`src/rtl/ex_fpu_sequencer_if.sv`:
```
// ex_fpu_sequencer_if: groups the ID/EX operand bundle, the FP datapath
// launch/complete signals and the MEM/WB result handshake of the EX-stage
// floating-point sequencer. The slave modport is the sequencer's view, the
// master modport is the surrounding pipeline/datapath view.
interface ex_fpu_sequencer_if;
    // ID/EX bundle
    logic        ex_valid;
    logic [4:0]  ex_falu_opcode;
    logic [31:0] ex_fp_rdata1;
    logic [31:0] ex_fp_rdata2;
    logic [2:0]  ex_rm;
    logic [4:0]  ex_rd_addr;
    logic        ex_wb_fp_en;
    logic        ex_wb_int_en;
    logic        flush;
    logic        id_stall;
    // FP datapath
    logic        fpu_start;
    logic [4:0]  fpu_op;
    logic [31:0] fpu_a;
    logic [31:0] fpu_b;
    logic [2:0]  fpu_rm;
    logic        fpu_kill;
    logic        fpu_done;
    logic [31:0] fpu_result;
    // MEM/WB
    logic        wb_valid;
    logic        wb_ready;
    logic [31:0] wb_data;
    logic [4:0]  wb_rd_addr;
    logic        wb_fp_en;
    logic        wb_int_en;
    logic        fpu_timeout;

    modport slave (
        input  ex_valid, ex_falu_opcode, ex_fp_rdata1, ex_fp_rdata2, ex_rm,
               ex_rd_addr, ex_wb_fp_en, ex_wb_int_en, flush,
               fpu_done, fpu_result, wb_ready,
        output id_stall, fpu_start, fpu_op, fpu_a, fpu_b, fpu_rm, fpu_kill,
               wb_valid, wb_data, wb_rd_addr, wb_fp_en, wb_int_en, fpu_timeout
    );

    modport master (
        output ex_valid, ex_falu_opcode, ex_fp_rdata1, ex_fp_rdata2, ex_rm,
               ex_rd_addr, ex_wb_fp_en, ex_wb_int_en, flush,
               fpu_done, fpu_result, wb_ready,
        input  id_stall, fpu_start, fpu_op, fpu_a, fpu_b, fpu_rm, fpu_kill,
               wb_valid, wb_data, wb_rd_addr, wb_fp_en, wb_int_en, fpu_timeout
    );
endinterface

```
`src/rtl/ex_fpu_sequencer.sv`:
```
// ex_fpu_sequencer: EX-stage sequencer for one in-flight FP operation.
// Captures an op from ID/EX, launches it on the FP datapath, tracks its
// latency (fixed counter, or done strobe for DIV/SQRT), and hands the result
// to MEM/WB with valid/ready. Stalls ID while busy.
// Optional: define FPU_WATCHDOG_EN to add a timeout on done-driven ops that
// kills the op and returns a canonical qNaN with a sticky fpu_timeout flag.
module ex_fpu_sequencer #(
    parameter int         FIXED_LAT      = 3,
    parameter logic [4:0] DIV_OPCODE     = 5'd3,
    parameter logic [4:0] SQRT_OPCODE    = 5'd11,
    parameter int         TIMEOUT_CYCLES = 64
) (
    input logic                clk,
    input logic                rst,
    ex_fpu_sequencer_if.slave  bus
);

    typedef enum logic [1:0] {
        IDLE  = 2'd0,
        COUNT = 2'd1,
        WAIT  = 2'd2,
        RESP  = 2'd3
    } state_t;

    state_t      state_r;
    state_t      state_nx_s;
    logic        accept_s;
    logic        capture_s;
    logic        kill_s;
    logic        timeout_s;
    logic        done_op_s;
    logic        wd_expired_s;
    logic [3:0]  cnt_r;
    logic        start_r;
    logic        kill_r;
    logic        wb_valid_r;
    logic [4:0]  op_r;
    logic [31:0] a_r;
    logic [31:0] b_r;
    logic [2:0]  rm_r;
    logic [4:0]  rd_r;
    logic        fp_en_r;
    logic        int_en_r;
    logic [31:0] wb_data_r;
    logic        timeout_r;

    assign done_op_s = (bus.ex_falu_opcode == DIV_OPCODE) ||
                       (bus.ex_falu_opcode == SQRT_OPCODE);

    // Next-state and one-cycle control decode; flush outranks completion.
    always_comb begin
        state_nx_s = state_r;
        accept_s   = 1'b0;
        capture_s  = 1'b0;
        kill_s     = 1'b0;
        timeout_s  = 1'b0;
        case (state_r)
            IDLE: begin
                if (bus.ex_valid && !bus.flush) begin
                    accept_s = 1'b1;
                    if (done_op_s) begin
                        state_nx_s = WAIT;
                    end else begin
                        state_nx_s = COUNT;
                    end
                end else begin
                    state_nx_s = IDLE;
                end
            end
            COUNT: begin
                if (bus.flush) begin
                    kill_s     = 1'b1;
                    state_nx_s = IDLE;
                end else if (cnt_r == 4'd0) begin
                    capture_s  = 1'b1;
                    state_nx_s = RESP;
                end else begin
                    state_nx_s = COUNT;
                end
            end
            WAIT: begin
                if (bus.flush) begin
                    kill_s     = 1'b1;
                    state_nx_s = IDLE;
                end else if (bus.fpu_done) begin
                    capture_s  = 1'b1;
                    state_nx_s = RESP;
                end else if (wd_expired_s) begin
                    timeout_s  = 1'b1;
                    kill_s     = 1'b1;
                    state_nx_s = RESP;
                end else begin
                    state_nx_s = WAIT;
                end
            end
            RESP: begin
                if (bus.wb_ready) begin
                    state_nx_s = IDLE;
                end else begin
                    state_nx_s = RESP;
                end
            end
            default: begin
                state_nx_s = IDLE;
            end
        endcase
    end

    // State register.
    always_ff @(posedge clk) begin
        if (rst) begin
            state_r <= IDLE;
        end else begin
            state_r <= state_nx_s;
        end
    end

    // Registered launch/abort pulses and result-valid flag.
    always_ff @(posedge clk) begin
        if (rst) begin
            start_r    <= 1'b0;
            kill_r     <= 1'b0;
            wb_valid_r <= 1'b0;
        end else begin
            start_r    <= accept_s;
            kill_r     <= kill_s;
            wb_valid_r <= (state_nx_s == RESP);
        end
    end

    // Operation latch: held from launch until the next accepted op.
    always_ff @(posedge clk) begin
        if (rst) begin
            op_r     <= 5'd0;
            a_r      <= 32'd0;
            b_r      <= 32'd0;
            rm_r     <= 3'd0;
            rd_r     <= 5'd0;
            fp_en_r  <= 1'b0;
            int_en_r <= 1'b0;
        end else if (accept_s) begin
            op_r     <= bus.ex_falu_opcode;
            a_r      <= bus.ex_fp_rdata1;
            b_r      <= bus.ex_fp_rdata2;
            rm_r     <= bus.ex_rm;
            rd_r     <= bus.ex_rd_addr;
            fp_en_r  <= bus.ex_wb_fp_en;
            int_en_r <= bus.ex_wb_int_en;
        end
    end

    // Fixed-latency countdown; loaded so the result lands FIXED_LAT after start.
    always_ff @(posedge clk) begin
        if (rst) begin
            cnt_r <= 4'd0;
        end else if (accept_s) begin
            cnt_r <= 4'(FIXED_LAT - 1);
        end else if ((state_r == COUNT) && (cnt_r != 4'd0)) begin
            cnt_r <= cnt_r - 4'd1;
        end
    end

    // Result register: datapath result on completion, qNaN on timeout.
    always_ff @(posedge clk) begin
        if (rst) begin
            wb_data_r <= 32'd0;
        end else if (capture_s) begin
            wb_data_r <= bus.fpu_result;
        end else if (timeout_s) begin
            wb_data_r <= 32'h7FC0_0000;
        end
    end

`ifdef FPU_WATCHDOG_EN
    logic [6:0] wd_cnt_r;

    assign wd_expired_s = (wd_cnt_r == 7'(TIMEOUT_CYCLES - 1));

    // Watchdog: counts WAIT cycles, zero on every entry to WAIT.
    always_ff @(posedge clk) begin
        if (rst) begin
            wd_cnt_r <= 7'd0;
        end else if (state_r != WAIT) begin
            wd_cnt_r <= 7'd0;
        end else begin
            wd_cnt_r <= wd_cnt_r + 7'd1;
        end
    end

    // Sticky timeout flag, cleared only by reset.
    always_ff @(posedge clk) begin
        if (rst) begin
            timeout_r <= 1'b0;
        end else if (timeout_s) begin
            timeout_r <= 1'b1;
        end
    end
`else
    assign wd_expired_s = 1'b0;
    assign timeout_r    = 1'b0;
`endif

    assign bus.id_stall    = (state_r != IDLE);
    assign bus.fpu_start   = start_r;
    assign bus.fpu_kill    = kill_r;
    assign bus.fpu_op      = op_r;
    assign bus.fpu_a       = a_r;
    assign bus.fpu_b       = b_r;
    assign bus.fpu_rm      = rm_r;
    assign bus.wb_valid    = wb_valid_r;
    assign bus.wb_data     = wb_data_r;
    assign bus.wb_rd_addr  = rd_r;
    assign bus.wb_fp_en    = fp_en_r;
    assign bus.wb_int_en   = int_en_r;
    assign bus.fpu_timeout = timeout_r;

endmodule

```
`src/flat_wrapper.sv`:
```
// flat-port wrapper written by rule: the top's interface ports become plain ports
module ex_fpu_sequencer_flat 
#(
    parameter int         FIXED_LAT      = 3,
    parameter logic [4:0] DIV_OPCODE     = 5'd3,
    parameter logic [4:0] SQRT_OPCODE    = 5'd11,
    parameter int         TIMEOUT_CYCLES = 64
)
  (clk, rst, bus_ex_valid, bus_ex_falu_opcode, bus_ex_fp_rdata1, bus_ex_fp_rdata2, bus_ex_rm, bus_ex_rd_addr, bus_ex_wb_fp_en, bus_ex_wb_int_en, bus_flush, bus_fpu_done, bus_fpu_result, bus_wb_ready, bus_id_stall, bus_fpu_start, bus_fpu_op, bus_fpu_a, bus_fpu_b, bus_fpu_rm, bus_fpu_kill, bus_wb_valid, bus_wb_data, bus_wb_rd_addr, bus_wb_fp_en, bus_wb_int_en, bus_fpu_timeout);
  ex_fpu_sequencer_if bus_i ();
  input logic clk;
  input logic rst;
  input wire logic [$bits(bus_i.ex_valid)-1:0] bus_ex_valid;
  input wire logic [$bits(bus_i.ex_falu_opcode)-1:0] bus_ex_falu_opcode;
  input wire logic [$bits(bus_i.ex_fp_rdata1)-1:0] bus_ex_fp_rdata1;
  input wire logic [$bits(bus_i.ex_fp_rdata2)-1:0] bus_ex_fp_rdata2;
  input wire logic [$bits(bus_i.ex_rm)-1:0] bus_ex_rm;
  input wire logic [$bits(bus_i.ex_rd_addr)-1:0] bus_ex_rd_addr;
  input wire logic [$bits(bus_i.ex_wb_fp_en)-1:0] bus_ex_wb_fp_en;
  input wire logic [$bits(bus_i.ex_wb_int_en)-1:0] bus_ex_wb_int_en;
  input wire logic [$bits(bus_i.flush)-1:0] bus_flush;
  input wire logic [$bits(bus_i.fpu_done)-1:0] bus_fpu_done;
  input wire logic [$bits(bus_i.fpu_result)-1:0] bus_fpu_result;
  input wire logic [$bits(bus_i.wb_ready)-1:0] bus_wb_ready;
  output wire logic [$bits(bus_i.id_stall)-1:0] bus_id_stall;
  output wire logic [$bits(bus_i.fpu_start)-1:0] bus_fpu_start;
  output wire logic [$bits(bus_i.fpu_op)-1:0] bus_fpu_op;
  output wire logic [$bits(bus_i.fpu_a)-1:0] bus_fpu_a;
  output wire logic [$bits(bus_i.fpu_b)-1:0] bus_fpu_b;
  output wire logic [$bits(bus_i.fpu_rm)-1:0] bus_fpu_rm;
  output wire logic [$bits(bus_i.fpu_kill)-1:0] bus_fpu_kill;
  output wire logic [$bits(bus_i.wb_valid)-1:0] bus_wb_valid;
  output wire logic [$bits(bus_i.wb_data)-1:0] bus_wb_data;
  output wire logic [$bits(bus_i.wb_rd_addr)-1:0] bus_wb_rd_addr;
  output wire logic [$bits(bus_i.wb_fp_en)-1:0] bus_wb_fp_en;
  output wire logic [$bits(bus_i.wb_int_en)-1:0] bus_wb_int_en;
  output wire logic [$bits(bus_i.fpu_timeout)-1:0] bus_fpu_timeout;
  assign bus_i.ex_valid = bus_ex_valid;
  assign bus_i.ex_falu_opcode = bus_ex_falu_opcode;
  assign bus_i.ex_fp_rdata1 = bus_ex_fp_rdata1;
  assign bus_i.ex_fp_rdata2 = bus_ex_fp_rdata2;
  assign bus_i.ex_rm = bus_ex_rm;
  assign bus_i.ex_rd_addr = bus_ex_rd_addr;
  assign bus_i.ex_wb_fp_en = bus_ex_wb_fp_en;
  assign bus_i.ex_wb_int_en = bus_ex_wb_int_en;
  assign bus_i.flush = bus_flush;
  assign bus_i.fpu_done = bus_fpu_done;
  assign bus_i.fpu_result = bus_fpu_result;
  assign bus_i.wb_ready = bus_wb_ready;
  assign bus_id_stall = bus_i.id_stall;
  assign bus_fpu_start = bus_i.fpu_start;
  assign bus_fpu_op = bus_i.fpu_op;
  assign bus_fpu_a = bus_i.fpu_a;
  assign bus_fpu_b = bus_i.fpu_b;
  assign bus_fpu_rm = bus_i.fpu_rm;
  assign bus_fpu_kill = bus_i.fpu_kill;
  assign bus_wb_valid = bus_i.wb_valid;
  assign bus_wb_data = bus_i.wb_data;
  assign bus_wb_rd_addr = bus_i.wb_rd_addr;
  assign bus_wb_fp_en = bus_i.wb_fp_en;
  assign bus_wb_int_en = bus_i.wb_int_en;
  assign bus_fpu_timeout = bus_i.fpu_timeout;
  ex_fpu_sequencer #(.FIXED_LAT(FIXED_LAT), .DIV_OPCODE(DIV_OPCODE), .SQRT_OPCODE(SQRT_OPCODE), .TIMEOUT_CYCLES(TIMEOUT_CYCLES)) u_core (.clk(clk), .rst(rst), .bus(bus_i));
endmodule
```
`config.mk`:
```
export PLATFORM = sky130hd
export DESIGN_NAME = ex_fpu_sequencer_flat
export DESIGN_NICKNAME = d
export VERILOG_FILES = /design/src/rtl/ex_fpu_sequencer_if.sv /design/src/rtl/ex_fpu_sequencer.sv /design/src/flat_wrapper.sv
export SDC_FILE = /design/constraint.sdc
export NUM_CORES = 1
export LEC_CHECK = 0
export CAP_MARGIN = 20
export CELL_PAD_IN_SITES_DETAIL_PLACEMENT = 2
export CELL_PAD_IN_SITES_GLOBAL_PLACEMENT = 2
export CORE_ASPECT_RATIO = 1.5
export CORE_MARGIN = 10
export CORE_UTILIZATION = 35
export CTS_CLUSTER_DIAMETER = 60
export DETAILED_ROUTE_END_ITERATION = 12
export DONT_BUFFER_PORTS = 1
export PLACE_DENSITY = 0.81
export RECOVER_POWER = 50
export SLEW_MARGIN = 5
export SYNTH_ARGS = -nofsm -noshare
export SYNTH_HDL_FRONTEND = slang
export SYNTH_SLANG_ARGS = --single-unit
```
`constraint.sdc`:
```
create_clock -name clk -period 2.6 [get_ports clk]
set_input_delay 0.26 -clock clk [delete_from_list [all_inputs] [get_ports clk]]
set_output_delay 0.26 -clock clk [all_outputs]
set_load 0.1 [all_outputs]
```
* Word-level counts from Yosys, hierarchy flattened *
Index checks and enable logic that the tools add are counted.

word-level totals
  output and inout bits = 116
  input port bits = 117
  register bits after elaboration = 120

operators by class
  equal/unequal tests = 6
  mux-type cells = 19
  reductions and logical operators = 12
  $add $sub $neg = 1
  bitwise operators = 1

operator list
  operator                                                               count
  32-bit 2-to-1 mux                                                      1
  2-bit 2-to-1 mux                                                       8
  1-bit 2-to-1 mux                                                       8
  2-bit case mux with 4 select lines                                     1
  2-bit equality test, second input constant                             3
  2-bit OR reduction                                                     3
  5-bit by 2-bit equality test with 1-bit output, second input constant  1
  5-bit by 4-bit equality test with 1-bit output, second input constant  1
  4-bit zero test                                                        1
  2-bit nonzero test                                                     2
  4-bit nonzero test                                                     1
  4-bit by 1-bit subtractor with 4-bit output, second input constant     1
  2-bit by 1-bit equality test with 1-bit output, second input constant  1
  1-bit logical AND                                                      2
  2-bit zero test                                                        1
  1-bit case mux with 2 select lines                                     1
  1-bit zero test                                                        1
  1-bit logical OR                                                       1
  1-bit NOT                                                              1

* Depth between registers and ports, before layout *
Gate-level depths: netlist (run 1).

  depth after elaboration = 6
  gate-level depth with buffers = 7
  mapped depth without buffers = 6

* Worst setup path after synthesis (run 1) *
No wires, ideal clock.

  kind = register -> register
  from = register u_core.state_r[0]
  to = register u_core.wb_data_r[10], in the netlist u_core.bus.wb_data[10]
  data required time = 2.530 ns
  stages on the path, launching flop included = 8
  arrival = 1.495 ns
  path buffers = 1
  path slack = 1.034 ns
  library setup time = 0.070 ns
  path through = dfxtp_1 -> inv_1 -> ha_1 -> and3b_1 -> a21oi_4 -> buf_4 -> nand2_1 -> a21oi_1

on the way
  word-level cells in the longest chain between the ends = 2
  elaborated cells on any way between the ends = 3
  classes of those cells = 2 x eq/ne; 1 x mux

ends and longest elaborated chain
  item                                                                                          RTL line                 source
  start, declared                                                                               ex_fpu_sequencer.sv:25   state_t state_r;
  start signal, assigned                                                                        ex_fpu_sequencer.sv:114  state_r <= state_nx_s;
  2-bit equality test / 2-bit by 1-bit equality test with 1-bit output (equally long branches)  ex_fpu_sequencer.sv:57   case (state_r)
  1-bit case mux with 2 select lines *                                                          ex_fpu_sequencer.sv:57
  end signal, assigned                                                                          ex_fpu_sequencer.sv:168  wb_data_r <= bus.fpu_result;
  end, declared                                                                                 ex_fpu_sequencer.sv:44   logic [31:0] wb_data_r;

Every way passes the cells marked *; elsewhere a longest branch is shown, timed or not.
A chain may end at the register's enable or synchronous reset.

* Worst setup path in the final report (run 1) *
  from = register u_core.state_r[0]
  to = register u_core.wb_data_r[4], in the netlist u_core.bus.wb_data[4]

The elaborated chain is that of the path after synthesis.

==> impl_metrics.csv, run 1 <==
group,metric,value,unit
power_and_ir_drop,power.density,847,nW/um^2
routing,wire_per_inst,25.9,um
timing,fin_crit,2.12,ns
clock_network,clkLatencyLatePin,0.41,ns
routing,drtIter0Drc,153,
critical_path,required,2.91,ns
routing,firstDrtPassIters,4,
critical_path,start_kind,"flop",
logic_synthesis,synthXorXnorAreaFrac,0.608,%
critical_path,critPathArrivalTime,2.43,ns
finish,syn_to_final_growth,42.6,%
die,die_y,156,um
critical_path,endpoint_kind,"flop",
power_and_ir_drop,max-vdd-ir-drop,419,uV
flow_run,drv_cap,0,
worst_hold_path,hold_depth,2,
timing,setup-violations-final,0,
finish,fin_nets,784,
timing,report.final.slew_viol_count,0,
global_routing,grt_pass1_wl,32.6,mm
clock_network,cts.sinks,120,
timing,hold_viol,0,
routing,vias,4326,
logic_synthesis,synthAdderAreaFrac,1.74,%
timing,worst_slew_pin_slew,1.35,ns
die,ios,233,
place,portBuffers,0,
worst_hold_path,min_from,"bus_ex_fp_rdata1[27]",
die,core_area,12000,um^2
critical_path,crit_fanout,32,
routing,viasPerCell,5.20,
timing,fin_ws,0.477,ns
clock_network,cts_max_level,4,
routing,finalWirelength,21.5,mm
clock_network,cts-root-buf,"clkbuf_16",
global_routing,first_global_vias,5085,
routing,drc,0,
place,dpl-instance-area,4620,um^2
clock_network,clk_pin_slew_worst_paths,0.06,ns
timing,skew,0.00634,ns
die,dieArea,17300,um^2
logic_synthesis,syn_inst,540,
logic_synthesis,avgSynthCellArea,8.00,um^2
logic_synthesis,async_flop_share,0,%
place,place.gp.congestion,0.750,
critical_path,path_class,"flop to flop",
critical_path,rr_startpoint,"u_core.state_r[0]",
global_routing,grtUsageTotal,24.2,%
logic_synthesis,synth_compound_area_share,14.0,%
worst_hold_path,hp-class,"primary input to flop",
logic_synthesis,synth_top_family_by_area,"simple AND/OR/NAND/NOR gates",
place,dpl.hpwl,11.3,mm
clock_network,cts_resized,0,
power_and_ir_drop,leakage,2.24,nW
logic_synthesis,synth_warnings,0,
finish,drive_gt1_share,5.79,%
global_routing,antenna_found_initial,4,
logic_synthesis,synth_seq_cells,120,
clock_network,cts_tree,"done",
clock_network,clockBufferDepth,2,
timing,max_slew_margin,9.97,%
logic_synthesis,synthFlopType,"dfxtp_1",
clock_network,cts_made_buffers,17,
logic_synthesis,netlist_area,4320,um^2
critical_path,rr_worst_depth,7,
timing,fmaxAchievable,0.471,GHz
finish,num-fill-cells,1312,
worst_hold_path,whs_endpoint,"u_core.bus.fpu_a[27]",
place,place_ws,0.664,ns
die,start_util,35.9,%
die,die_w,111,um
logic_synthesis,syn_nets,663,
timing,fin_crit_sh,81.7,%
die,rows,49,
global_routing,grt_max_degree,121,
critical_path,timing.rr.end,"u_core.bus.wb_data[4]",
timing,finalSetupTns,0,ns
logic_synthesis,synthDistinctLibCells,30,
routing,ant_nets,0,
logic_synthesis,ys_seq_area_share,55.6,%
logic_synthesis,synth_edf_count,0,
outcome,status,"complete, no violations",
global_routing,grt.overflow.total,0,
logic_synthesis,synthMuxAreaShare,0.492,%
finish,final_cell_area,6160,um^2
critical_path,r2r_setup_slack,0.48,ns
timing,rsz0062_at_grt,"false",
logic_synthesis,synthSimpleGateAreaFrac,23.0,%
[flip-flops by register name (all words and copies together), names as in the netlist]
register and cells:
u_core.state_r 2, u_core.bus.fpu_op 5, u_core.bus.wb_rd_addr 5, u_core.bus.fpu_start 1, u_core.bus.fpu_b 32, u_core.bus.wb_fp_en 1
u_core.bus.fpu_a 32, u_core.bus.fpu_rm 3, u_core.cnt_r 4, u_core.bus.wb_int_en 1, u_core.bus.wb_valid 1, u_core.bus.fpu_kill 1
u_core.bus.wb_data 32
[cells by family (layout without fill, tap and decap cells)]
logic type	after synthesis	count (layout)
adders and majority gates	6	6
DFF	120	120
buffers and inverters	42	176
other	1	6
muxes	2	2
xor gates and xnor gates	3	3
and+or+nand+nor	249	249
AOI/OAI and AO/OA	117	117
[synthesized netlist by cell type, drive strengths merged, types with 2 or more instances]
master / count / area (um^2)
buf: 21 / 114
ha: 6 / 75.1
nand3: 2 / 10.0
xor2: 2 / 17.5
clkbuf: 16 / 60.1
nand2: 226 / 848
inv: 5 / 18.8
nor3: 6 / 30.0
dfxtp: 120 / 2400
a21oi: 114 / 582
nor2b: 4 / 25.0
nor2: 4 / 15.0
[worst max path at each step]
stage / startpoint / to / slack [ns] / cells after the start
6_report: u_core.state_r[0] / u_core.bus.wb_data[4] / 0.48 / 7
5_1_grt: u_core.cnt_r[0] / u_core.bus.wb_data[4] / 0.33 / 7
4_1_cts: u_core.state_r[0] / bus_id_stall / 0.52 / 3
3_5_place_dp: u_core.state_r[0] / u_core.bus.wb_data[20] / 0.66 / 7
3_3_place_gp: u_core.state_r[0] / u_core.bus.wb_data[13] / 0.85 / 7
2_1_floorplan: u_core.state_r[0] / u_core.bus.wb_data[10] / 1.03 / 7
[cells in the final DEF, fill, tap and decap left out, types with 4 or more instances in the layout]
master,synthesis,routed
dlygate4sd3_1,0,104
a21oi_1,113,113
dfxtp_1,120,120
nor2b_1,4,4
ha_1,6,6
clkinv_4,0,4
nand2_1,226,226
diode_2,0,5
clkinvlp_4,0,5
inv_1,5,5
clkbuf_1,16,31
nor3_1,6,6
clkbuf_16,0,17
nor2_1,4,4
[power by group]
part	leakage, nW	internal (W)	total [W]	switching (W)
clock	0.265	0.00138	0.00231	0.000935
sequential	0.976	0.00191	0.00232	0.000409
combinational	0.995	0.000190	0.000582	0.000392
total	2.24	0.00348	0.00521	0.00174
[stage by stage]
step | util, % | power (W) | std cells | hold WS [ns]
5_1_grt | 51.2 | 0.00537 | 831 | 0.0101
2_1_floorplan | - | 0.00268 | 540 | 0.381
6_report | 51.2 | 0.00521 | 832 | 0.0169
4_1_cts | 52.1 | 0.00520 | 827 | 0.000470
3_3_place_gp | 38.5 | 0.00274 | 690 | 0.342
3_5_place_dp | 38.5 | 0.00276 | 690 | 0.347
[what timing repair did]
item / CTS / global route
hold buffers: 105 / 0
endpoints found under the hold margin: 120 / 0
buffers inserted: 0 / 0
[worst max-delay path, cell delays in order, from the launching register on]
cell and delay (ns):
dfxtp_1 0.38, inv_1 0.12, ha_1 0.35, and3b_1 0.24
a21oi_4 0.15, buf_4 0.35, nand2_1 0.15, a21oi_1 0.30
[final cells by class]
type                    instances  area, um^2  area share, %
flip-flops and latches        120        2400           39.0
inverters                       5        18.8          0.305
clock buffers                  20         457           7.42
multi-input cells             378        1720           27.9
well taps                     153         191           3.11
repair buffers                139        1240           20.1
clock inverters                12         120           1.95
diodes                          5        12.5          0.203
[metal layers]
layer  vias up  GRT usage, %  share of wire [%]
li1       1982             -                  -
met1      2125          23.4                 36
met2       178          44.8                 55
met3        41          8.85                6.9
met4         0          10.7                2.8
met5         -             0                  0
No activity file was read; power rests on OpenSTA's default activity.
==> inputs of run 2 (changes only) <==
CORE_UTILIZATION = 29   (was 35)
PLACE_DENSITY = 0.72   (was 0.81)
clock period = 1.75 ns   (was 2.6 ns; I/O delays follow)
==> run 2 against run 1 <==
- the flow now finishes with violations (hold timing)
- sequential share of layout area rose by 1.0 points
- flip-flop and latch count is the same
- critical path depth is the same
- global-route usage shrank 7.5 points
- register-to-register slack worse by 0.44 ns
- combinational power grew 120%
- clock power up 45%
- maximum frequency rose by 24%
- critical endpoint is now u_core.bus.wb_data[29]
- first-iteration DRC count rose by 14%
- via count is 1.8% lower
==> impl_metrics.csv, run 2 (synthesized netlist as in run 1, its figures left out) <==
group,metric,value,unit
outcome,status,"finished with violations",
outcome,violations,"hold timing",
die,die_y,169,um
critical_path,path_cells,"inv_2, ha_4, and3b_2, a21oi_4, bufbuf_16, nand2_1, a21oi_2",
die,dieArea,20300,um^2
timing,skew,0.00678,ns
clock_network,clkLatencyLatePin,0.40,ns
global_routing,grtUsageTotal,16.7,%
timing,fin_crit_sh,97.7,%
clock_network,clockBufferDepth,2,
timing,whs,-0.140,ns
clock_network,cts_made_buffers,17,
routing,ant_nets,0,
routing,wire_per_inst,20.5,um
flow_run,drv_cap,0,
timing,rsz0062_at_grt,"true",
routing,drtIter0Drc,174,
finish,final_util,41.2,%
clock_network,cts_tree,"done",
critical_path,path_class,"flop to flop",
global_routing,grt.overflow.total,0,
clock_network,clk_pin_slew_worst_paths,0.06,ns
timing,hold_viol,112,
routing,viasPerCell,4.83,
finish,final_cell_area,6010,um^2
critical_path,start_kind,"flop",
critical_path,rr_worst_depth,7,
critical_path,critPathBufInv,2,
power_and_ir_drop,power,0.00750,W
critical_path,rr_startpoint,"u_core.state_r[0]",
worst_hold_path,hold_depth,1,
routing,vias,4247,
global_routing,grt_pass1_wl,26.5,mm
timing,report.final.slew_viol_count,0,
clock_network,cts-root-buf,"clkbuf_16",
die,die_w,120,um
critical_path,crit_family,"compound AO/OA/AOI/OAI gates",
finish,syn_to_final_growth,39.1,%
critical_path,slowest_stage,"dfxtp_2",
finish,fin_nets,795,
finish,num-fill-cells,1724,
timing,fin_crit,1.71,ns
critical_path,crit_fanout,8,
critical_path,slowest_delay,0.35,ns
finish,drive_gt1_share,25.9,%
die,ios,233,
global_routing,grt_use_met2,30.2,%
finish,layout_common_cells,"nand2_1, dfxtp_1, clkbuf_2, a21oi_1, dlygate4sd3_1",
worst_hold_path,hp-class,"primary input to flop",
global_routing,grt_util_met1,15.9,%
routing,finalWirelength,18.0,mm
critical_path,required,2.08,ns
die,rows,54,
worst_hold_path,min_from,"rst",
finish,diodes,0,
power_and_ir_drop,power.density,1250,nW/um^2
routing,firstDrtPassIters,4,
power_and_ir_drop,leakage,2.47,nW
clock_network,cts.sinks,120,
place,dpl-instance-area,5390,um^2
critical_path,cp_num_cells,7,
global_routing,grtUsageMet3,7.39,%
place,dpl.hpwl,12.5,mm
timing,setup-violations-final,0,
power_and_ir_drop,max-vdd-ir-drop,537,uV
timing,max_slew_margin,60.2,%
clock_network,cts_max_level,4,
critical_path,critPathArrivalTime,2.05,ns
finish,final_common_cell,"nand2_1",
global_routing,antenna_found_initial,0,
die,start_util,29.6,%
global_routing,grt_max_degree,121,
critical_path,endpoint_kind,"flop",
place,place.gp.congestion,0.729,
routing,drc,0,
global_routing,grt-busiest-layer,"met2",
timing,worst_slew_pin_slew,0.597,ns
global_routing,first_global_vias,4689,
critical_path,crit_path_start,"u_core.state_r[0]",
place,portBuffers,0,
timing,fin_ws,0.0396,ns
die,core_area,14600,um^2
place,place_ws,-0.0138,ns
timing,fmaxAchievable,0.585,GHz
==> run 2: worst reg2reg max path: cells and delay by family (launching register included) <==
family / cells / cell delay, ns
AND/OR/NAND/NOR: 2 / 0.32
flip-flops: 1 / 0.35
adder cells (fa/ha/maj): 1 / 0.24
buffers and inverters: 2 / 0.36
AO/OA/AOI/OAI: 2 / 0.37
==> run 2: timing repair <==
item	in CTS	in global routing
pin swaps	2	0
resized for setup	7	12
setup endpoints to repair	2	34
endpoints found under the hold margin	120	118
hold buffers	2	20
setup buffers	2	0
gates cloned	2	0
==> run 2: worst paths after layout <==
| check | end | slack [ns] |
|---|---|---|
| worst min register to register | u_core.bus.fpu_a[3] | 0.46 |
| worst min-delay path | u_core.bus.fpu_a[12] | -0.14 |
| worst max-delay path | u_core.bus.wb_data[29] | 0.04 |
| worst max register to register | u_core.bus.wb_data[29] | 0.04 |
==> run 2: per-layer routing <==
layer | vias up | wire length (um)
li1 | 2000 | -
met1 | 2047 | 6130
met2 | 174 | 9710
met3 | 26 | 1640
met4 | 0 | 517
met5 | - | 0
==> run 2: report_power, final <==
group	internal [W]	switching, W
clock network	0.00207	0.00127
logic	0.000232	0.00105
registers	0.00284	0.0000423
total	0.00514	0.00236
==> run 2: stage by stage <==
| step | setup TNS [ns] | instances |
|---|---|---|
| 2_1_floorplan | 0 | 540 |
| 3_3_place_gp | 0 | 823 |
| 3_5_place_dp | -0.0244 | 823 |
| 4_1_cts | 0 | 859 |
| 5_1_grt | -0.124 | 879 |
| 6_report | 0 | 879 |
==> run 2: cell type report <==
type	count	area [um^2]	area share, %
Multi-Input combinational cell	378	1780	29.6
Sequential cell	120	2400	40.0
Timing Repair Buffer	150	1000	16.7
Inverter	5	18.8	0.312
Tap cell	196	245	4.08
Clock buffer	17	425	7.08
Clock inverter	13	133	2.21
